--- src/rtl/reset_seq_pkg.sv ---
// rtl/reset_seq_pkg.sv - shared types and helpers for the reset sequencer
package reset_seq_pkg;

    localparam int MAX_DOMAINS = 16;

    typedef enum logic [1:0] {
        S_IDLE = 2'd0,
        S_HOLD = 2'd1,
        S_GAP  = 2'd2,
        S_DONE = 2'd3
    } seq_state_e;

    // One-hot of the lowest set bit; zero in gives zero out.
    function automatic logic [MAX_DOMAINS-1:0] lowest_set_onehot(input logic [MAX_DOMAINS-1:0] v);
        return v & (~v + MAX_DOMAINS'(1));
    endfunction

endpackage

--- src/rtl/reset_seq_counter.sv ---
// rtl/reset_seq_counter.sv - loadable down-counter that parks at zero
module reset_seq_counter #(
    parameter int CNT_W = 4
) (
    input  logic             clk,
    input  logic             load,
    input  logic [CNT_W-1:0] load_val,
    output logic             zero
);

    logic [CNT_W-1:0] cnt;

    // Load has priority; otherwise count down and stick at zero.
    always_ff @(posedge clk) begin
        if (load) begin
            cnt <= load_val;
        end else if (cnt != '0) begin
            cnt <= cnt - CNT_W'(1);
        end
    end

    assign zero = (cnt == '0);

endmodule

--- src/rtl/reset_sequencer.sv ---
// rtl/reset_sequencer.sv - ordered assert/hold/release of per-domain resets
module reset_sequencer
    import reset_seq_pkg::*;
#(
    parameter int NUM_DOMAINS = 4,
    parameter int HOLD_CYCLES = 8,
    parameter int GAP_CYCLES  = 4
) (
    input  logic                   clk,
    input  logic                   rst,
    input  logic                   req_valid,
    output logic                   req_ready,
    input  logic [NUM_DOMAINS-1:0] req_mask,
    output logic [NUM_DOMAINS-1:0] domain_rst,
    output logic                   busy,
    output logic                   done
);

    localparam int MAX_CYC = (HOLD_CYCLES > GAP_CYCLES) ? HOLD_CYCLES : GAP_CYCLES;
    localparam int CNT_W   = $clog2(MAX_CYC + 1);
    localparam logic [CNT_W-1:0] HOLD_VAL = CNT_W'(HOLD_CYCLES - 1);
    localparam logic [CNT_W-1:0] GAP_VAL  = CNT_W'(GAP_CYCLES - 1);

    seq_state_e state;
    seq_state_e state_next;

    logic [NUM_DOMAINS-1:0] pending;
    logic [MAX_DOMAINS-1:0] pending_ext;
    logic [MAX_DOMAINS-1:0] low_full;
    logic [NUM_DOMAINS-1:0] lowest;
    logic                   more_left;

    logic             cnt_load;
    logic [CNT_W-1:0] cnt_load_val;
    logic             cnt_zero;
    logic             accept;
    logic             release_now;
    logic             done_next;

    assign pending_ext = MAX_DOMAINS'(pending);
    assign low_full    = lowest_set_onehot(pending_ext);
    assign lowest      = low_full[NUM_DOMAINS-1:0];
    assign more_left   = |(pending_ext & ~low_full);

    reset_seq_counter #(
        .CNT_W(CNT_W)
    ) u_counter (
        .clk      (clk),
        .load     (cnt_load),
        .load_val (cnt_load_val),
        .zero     (cnt_zero)
    );

    // State register; reset always restarts the sequence in HOLD.
    always_ff @(posedge clk) begin
        if (rst) begin
            state <= S_HOLD;
        end else begin
            state <= state_next;
        end
    end

    // Next state plus counter reload and release/accept strobes.
    always_comb begin
        state_next   = state;
        cnt_load     = 1'b0;
        cnt_load_val = HOLD_VAL;
        accept       = 1'b0;
        release_now  = 1'b0;
        done_next    = 1'b0;
        if (rst) begin
            cnt_load = 1'b1;
        end else begin
            case (state)
                S_IDLE: begin
                    if (req_valid) begin
                        accept = 1'b1;
                        if (|req_mask) begin
                            state_next = S_HOLD;
                            cnt_load   = 1'b1;
                        end else begin
                            state_next = S_DONE;
                            done_next  = 1'b1;
                        end
                    end
                end
                S_HOLD, S_GAP: begin
                    if (cnt_zero) begin
                        release_now = 1'b1;
                        if (more_left) begin
                            state_next   = S_GAP;
                            cnt_load     = 1'b1;
                            cnt_load_val = GAP_VAL;
                        end else begin
                            state_next = S_DONE;
                            done_next  = 1'b1;
                        end
                    end
                end
                S_DONE: begin
                    state_next = S_IDLE;
                end
                default: begin
                    state_next = S_IDLE;
                end
            endcase
        end
    end

    // Handshake and activity flags decode directly from state.
    always_comb begin
        req_ready = (state == S_IDLE);
        busy      = (state != S_IDLE);
    end

    // Domain resets, pending set and done pulse; only masked bits ever move.
    always_ff @(posedge clk) begin
        if (rst) begin
            domain_rst <= '1;
            pending    <= '1;
            done       <= 1'b0;
        end else begin
            done <= done_next;
            if (accept && (|req_mask)) begin
                domain_rst <= domain_rst | req_mask;
                pending    <= req_mask;
            end else if (release_now) begin
                domain_rst <= domain_rst & ~lowest;
                pending    <= pending & ~lowest;
            end
        end
    end

endmodule

--- config.mk ---
export PLATFORM = sky130hd
export DESIGN_NAME = reset_sequencer
export DESIGN_NICKNAME = d
export VERILOG_FILES = /design/src/rtl/reset_seq_pkg.sv /design/src/rtl/reset_seq_counter.sv /design/src/rtl/reset_sequencer.sv
export SDC_FILE = /design/constraint.sdc
export NUM_CORES = 1
export LEC_CHECK = 0
export ABC_AREA = 1
export CORE_MARGIN = 2
export CORE_UTILIZATION = 60
export CTS_CLUSTER_SIZE = 16
export DETAILED_ROUTE_END_ITERATION = 16
export DONT_BUFFER_PORTS = 1
export PLACE_DENSITY = 0.78
export SYNTH_ARGS = -nofsm -noshare
export SYNTH_HDL_FRONTEND = slang
export SYNTH_SLANG_ARGS = --single-unit
export TNS_END_PERCENT = 5
--- constraint.sdc ---
create_clock -name clk -period 2 [get_ports clk]
set_input_delay 0.2 -clock clk [delete_from_list [all_inputs] [get_ports clk]]
set_output_delay 0.2 -clock clk [all_outputs]
set_load 0.02 [all_outputs]
==> reports/qor.yml, run 1 <==
outcome: "completed"
start_util_pct: 63.4
fin_total_pwr_uw: 994
synth_area_per_cell_um2: 7.58
max_freq_ghz: 0.564
path_cells: "inv_1 > ha_1 > nand2_2 > nor2_4 > nand2_1 > inv_1 > nand2_2 > nand2_2 > nand2_2 > nand2_2 > inv_2 > nand2_1"
die_width_um: 43.9
synth_cell_types: 24
remaining_drc_errors: 0
numCtsBuffers: 3
final_area_um2: 996
dieArea_um2: 1930
grt.overflow.total: 0
vias_per_cell: 5.21
dp.cells: 140
port_buffers: 0
rows: 14
critPathTopFamily: "simple AND/OR/NAND/NOR gates"
timing.final.crit_share_pct: 88.7
hold_depth: 2
syn_inst: 126
arrival_ns: 1.76
postCtsSetupRepairBufs: 0
ys.flop_type: "dfxtp_1"
path_common_cell: "nand2_2"
fin_hold_ws_ns: 0.0162
crit_required_ns: 1.98
nets: 143
critPathMaxFanout: 4
cts_max_path_buffers: 2
yosys_register_bits: 15
worstRegToRegCells: 12
dr.pass1.iters: 4
grt.total_usage_pct: 19.6
clk_latency_ns: 0.28
diodes: 0
die_h_um: 43.9
timing.critical_path.buf_inv: 3
finalHoldViolations: 0
slew_violations: 0
antenna_found_initial: 0
syn2layout_area_growth_pct: 4.32
setup_viol: 0
n_fill_cell: 144
dp_hpwl_um: 1310
num_vias: 755
crit_type: "reg2reg"
max-vdd-ir-drop_mv: 0.633
grt_pass1_wl_um: 2810
p_leak_uw: 0.000484
cts_tree: "done"
seq_area_um2: 340
grt_max_degree: 12
grt_pass1_vias: 718
drt_iter0_drc: 11
period_minus_slack_ns: 1.77
max_slew_margin_pct: 79.7
syn_area_um2: 955
cp.depth: 12
cpPeakStageDelay_ns: 0.40
postRouteAntennaNets: 0
clkTransAtPathRegs_ns: 0.08
wire_per_inst_um: 11.0
drt-total-wl_um: 1600
synth_edf_count: 4
cts_root_buf: "clkbuf_4"
finalNonFillerCells: 145
powerDensity_nw_per_um2: 998
hold_class: "in2reg"
endpoint_kind: "flop"
cts.htree.levels: 1
place.gp.congestion: 0.806
skew_ns: 0.00216
startpoint_type: "flop"
ios: 14
seq_area_frac_synth_pct: 35.6
syn_nets: 139
worst_pin_slew_ns: 0.304
drive_gt1_share_pct: 17.8
ys_warn_count: 0
setup_tns_ns: 0
slowest_stage: "edfxtp_1"
rsz0062_at_grt: "false"
async_reset_ff_share_pct: 0
cts.sinks: 15
coreArea_um2: 1510
multi_input_area_um2: 520
dpl_cell_area_um2: 960
cap_violations: 0
path summary, 6_finish.rpt:
| kind | slack (ns) | from | to |
|---|---|---|---|
| setup / recovery | 0.23 | u_counter.cnt[0] | u_counter.cnt[0] |
| setup reg to reg | 0.23 | u_counter.cnt[0] | u_counter.cnt[0] |
| hold reg to reg | 0.50 | pending[2] | pending[2] |
| hold / removal | 0.02 | rst | pending[1] |
synthesized netlist by cell type (2+ instances only):
cell type | instances | share of area [%]
nand2_1 | 34 | 13
inv_1 | 16 | 6.3
dfxtp_1 | 11 | 23
nand3_1 | 10 | 5.2
ha_1 | 6 | 7.9
nand2_2 | 6 | 3.9
inv_2 | 5 | 2.0
nor2_1 | 5 | 2.0
a21oi_1 | 4 | 2.1
edfxtp_1 | 4 | 13
nor2_4 | 4 | 4.7
nor2_2 | 3 | 2.0
buf_4 | 2 | 1.6
nand4_1 | 2 | 1.3
o211ai_1 | 2 | 1.6
o21ai_0 | 2 | 1.0
o21ai_1 | 2 | 1.0
xor2_1 | 2 | 1.8
area by class of cell:
type	count	area share [%]
sequential	15	34.2
multi-input combinational	88	52.3
inverter	21	7.91
tap	16	2.01
timing repair buffer	1	1.01
clock buffer	4	2.64
registers in the layout, summed over array words and instances, names as in the netlist:
| name | count |
|---|---|
| domain_rst | 4 |
| done | 1 |
| pending | 4 |
| state | 2 |
| u_counter.cnt | 4 |
cells by family after synthesis:
logic type | count (synthesis) | share of synthesized area, %
AND/OR/NAND/NOR | 65 | 33.7
buffers and inverters | 23 | 9.83
flip-flops | 15 | 35.6
AO/OA/AOI/OAI | 14 | 10.1
adder cells (fa/ha/maj) | 6 | 7.86
XOR/XNOR | 2 | 1.84
multiplexers | 1 | 1.05
cells in the final DEF, fill, tap and decap left out:
master and instances:
nand2_1 34, inv_1 16, dfxtp_1 11, nand3_1 10
nand2_2 6, ha_1 6, inv_2 5, nor2_1 5
nor2_4 4, a21oi_1 4, edfxtp_1 4, nor2_2 3
clkbuf_4 3, xor2_1 2, nand4_1 2, o21ai_0 2
o21ai_1 2, o211ai_1 2, a31oi_4 1, a31oi_1 1
nand2_4 1, o21bai_1 1, mux2i_1 1, o22ai_1 1
clkbuf_1 1, dlygate4sd3_1 1
report_power, final:
part	total [µW]	internal (µW)	leakage [µW]	switching [µW]
Combinational	403	143	0.000338	261
Sequential	421	373	0.000130	48.5
Clock	169	77.4	0.0000150	92.1
per-stage QoR:
| stage | util (%) | setup slack [ns] |
|---|---|---|
| after floorplan | - | 0.395 |
| after global placement | 63.7 | 0.324 |
| after detailed placement | 63.7 | 0.230 |
| after CTS | 66.1 | 0.219 |
| after global routing | 66.1 | 0.0615 |
| final | 66.1 | 0.225 |
worst register-to-register path, stage by stage, from the launching register on:
cell	delay, ns
edfxtp_1	0.40
inv_1	0.12
ha_1	0.17
nand2_2	0.07
nor2_4	0.09
nand2_1	0.12
inv_1	0.09
nand2_2	0.06
nand2_2	0.06
nand2_2	0.05
nand2_2	0.07
inv_2	0.04
nand2_1	0.14
per-layer routing:
layer  vias up  wire (µm)  track usage, %
met3         5         66            4.58
met2         9        775            33.2
met5         -          0               0
li1        406          -               -
met1       335        723            23.3
met4         0         31            9.09
what timing repair did:
action                                 in CTS  in global routing
hold buffers                                1                  0
gates resized for setup                     0                  0
endpoints found under the hold margin       2                  0
Power figures use the tool's default switching activity.
==> run 2: changes to the inputs <==
--- a/config.mk
+++ b/config.mk
@@ -5,14 +5,13 @@
 export SDC_FILE = /design/constraint.sdc
 export NUM_CORES = 1
 export LEC_CHECK = 0
-export ABC_AREA = 1
 export CORE_MARGIN = 2
-export CORE_UTILIZATION = 60
+export CORE_UTILIZATION = 59
 export CTS_CLUSTER_SIZE = 16
 export DETAILED_ROUTE_END_ITERATION = 16
 export DONT_BUFFER_PORTS = 1
-export PLACE_DENSITY = 0.78
+export PLACE_DENSITY = 0.77
 export SYNTH_ARGS = -nofsm -noshare
 export SYNTH_HDL_FRONTEND = slang
 export SYNTH_SLANG_ARGS = --single-unit
-export TNS_END_PERCENT = 5
+export TNS_END_PERCENT = 100
==> reports/qor.yml, run 2 <==
outcome: "completed"
dieArea_um2: 1780
cts.htree.levels: 1
period_minus_slack_ns: 1.90
setup_tns_ns: 0
rr_startpoint: "u_counter.cnt[1]"
p_leak_uw: 0.000401
rr_endpoint: "domain_rst[3]"
setup_viol: 0
crit_required_ns: 2.17
ys_warn_count: 0
cts.sinks: 15
wire_per_inst_um: 16.4
antenna_found_initial: 0
drive_gt1_share_pct: 18.8
port_buffers: 0
reg2reg_setup_slack_ns: 0.1
postCtsSetupRepairBufs: 0
grt_pass1_wl_um: 2840
n_fill_cell: 108
synth_top_cell_area_share_pct: 25.6
drt-total-wl_um: 1820
yosys_register_bits: 15
max_freq_ghz: 0.526
powerDensity_nw_per_um2: 1070
ios: 14
place.gp.congestion: 0.791
max_slew_margin_pct: 55.9
cts_max_path_buffers: 2
clk_latency_ns: 0.29
critPathTopFamily: "simple AND/OR/NAND/NOR gates"
numCtsBuffers: 3
hp-start: "rst"
worstRegToRegCells: 6
grt_max_degree: 10
diodes: 0
hold_end: "pending[3]"
async_reset_ff_share_pct: 0
cts_tree: "done"
postRouteAntennaNets: 0
dr.pass1.iters: 4
timing.final.crit_share_pct: 95.1
cts_root_buf: "clkbuf_4"
cap_violations: 0
yosys-top-cells-count: "dfxtp_1, nand2_1, inv_1, a21oi_1, ha_1"
syn_nets: 104
seq_area_frac_synth_pct: 39.5
worst_pin_slew_ns: 0.659
timing.critical_path.buf_inv: 1
syn2layout_area_growth_pct: 8.28
grt.overflow.total: 0
syn_inst: 91
vias_per_cell: 6.48
grt_pass1_vias: 648
ys.flop_type: "dfxtp_1"
dp_hpwl_um: 1380
max-vdd-ir-drop_mv: 1.07
clkTransAtPathRegs_ns: 0.09
synth_cell_types: 37
arrival_ns: 2.07
num_vias: 719
synthTopCellsByArea: "dfxtp_1, edfxtp_1, ha_1"
syn_area_um2: 861
grt.total_usage_pct: 21.5
yosysMostFrequentCell: "dfxtp_1"
path_cells: "inv_1 > ha_1 > or3b_1 > or3b_4 > nor3_1 > o21ai_1"
cpPeakStageDelay_ns: 0.44
reg_top3: "domain_rst (4), pending (4), u_counter.cnt (4)"
start_util_pct: 64.5
finalHoldViolations: 0
remaining_drc_errors: 0
slowest_stage: "or3b_4"
skew_ns: 0.00353
crit_type: "reg2reg"
hold_class: "in2reg"
hold_depth: 2
final_cell_mix: "dfxtp_1, nand2_1, inv_1, a21oi_1, ha_1"
endpoint_kind: "flop"
slew_violations: 0
rsz0062_at_grt: "false"
startpoint_type: "flop"
die_h_um: 42.2
yosysTopAreaCell: "dfxtp_1"
die_width_um: 42.2
critPathMaxFanout: 6
synth_edf_count: 4
synth_area_per_cell_um2: 9.46
drt_iter0_drc: 18
rows: 13
layout_commonest_cell: "dfxtp_1"
coreArea_um2: 1330
nets: 110
fin_total_pwr_uw: 995
[run 2: timing repair]
item                                    CTS  global route
endpoints found under the setup margin    0             6
hold buffers                              1             0
gates resized for setup                   0             3
hold endpoints to repair                  2             0
[run 2: worst max-delay path by stage]
stage	from	slack, ns	cells after the start	endpoint
finish	u_counter.cnt[1]	0.1	6	domain_rst[3]
global route	u_counter.cnt[1]	0.02	6	domain_rst[2]
CTS	u_counter.cnt[0]	0.006	6	domain_rst[2]
detailed placement	u_counter.cnt[0]	0.004	6	domain_rst[2]
global placement	u_counter.cnt[0]	0.09	6	domain_rst[2]
floorplan	u_counter.cnt[0]	0.13	7	domain_rst[2]
[run 2: metal layers]
layer	track usage [%]	up-vias	part of all wire (%)	routed length [µm]
met4	12.5	0	1.9	35
met3	7.76	4	6.6	120
met5	0	-	0	0
met2	31.1	30	44	808
met1	27.5	344	47	853
li1	-	341	-	-
[run 2: through the flow]
stage / std cells / hold slack (ns) / setup WS [ns] / area [µm²] / utilization (%)
floorplan: 91 / 0.321 / 0.128 / 861 / -
detailed placement: 106 / 0.277 / 0.00414 / 886 / 66.4
global route: 111 / 0.00138 / 0.0182 / 932 / 69.9
finish: 111 / 0.0162 / 0.0986 / 932 / 69.9
CTS: 111 / 0.00800 / 0.00550 / 923 / 69.2
global placement: 106 / 0.278 / 0.0900 / 886 / 66.4
[run 2: area by class of cell]
class	count	area, µm²	area share [%]
clock buffers	3	22.5	2.42
clock inverters	1	5.00	0.537
inverters	7	26.3	2.82
multi-input cells	65	479	51.4
flip-flops and latches	15	340	36.5
well taps	15	18.8	2.01
repair buffers	5	40.0	4.30
[run 2: cells by family after synthesis]
| group | after synthesis | share of synthesized area (%) |
|---|---|---|
| AO/OA/AOI/OAI | 25 | 21.1 |
| XOR/XNOR | 2 | 2.04 |
| adder cells (fa/ha/maj) | 6 | 8.72 |
| buffers and inverters | 11 | 5.81 |
| flip-flops | 15 | 39.5 |
| multiplexers | 1 | 1.16 |
| AND/OR/NAND/NOR | 31 | 21.7 |
[run 2: power by group]
| group | total, µW | leakage [µW] | switching [µW] | internal, µW |
|---|---|---|---|---|
| registers | 416 | 0.000129 | 53.6 | 362 |
| clock network | 176 | 0.0000177 | 102 | 74.4 |
| logic | 403 | 0.000254 | 235 | 168 |
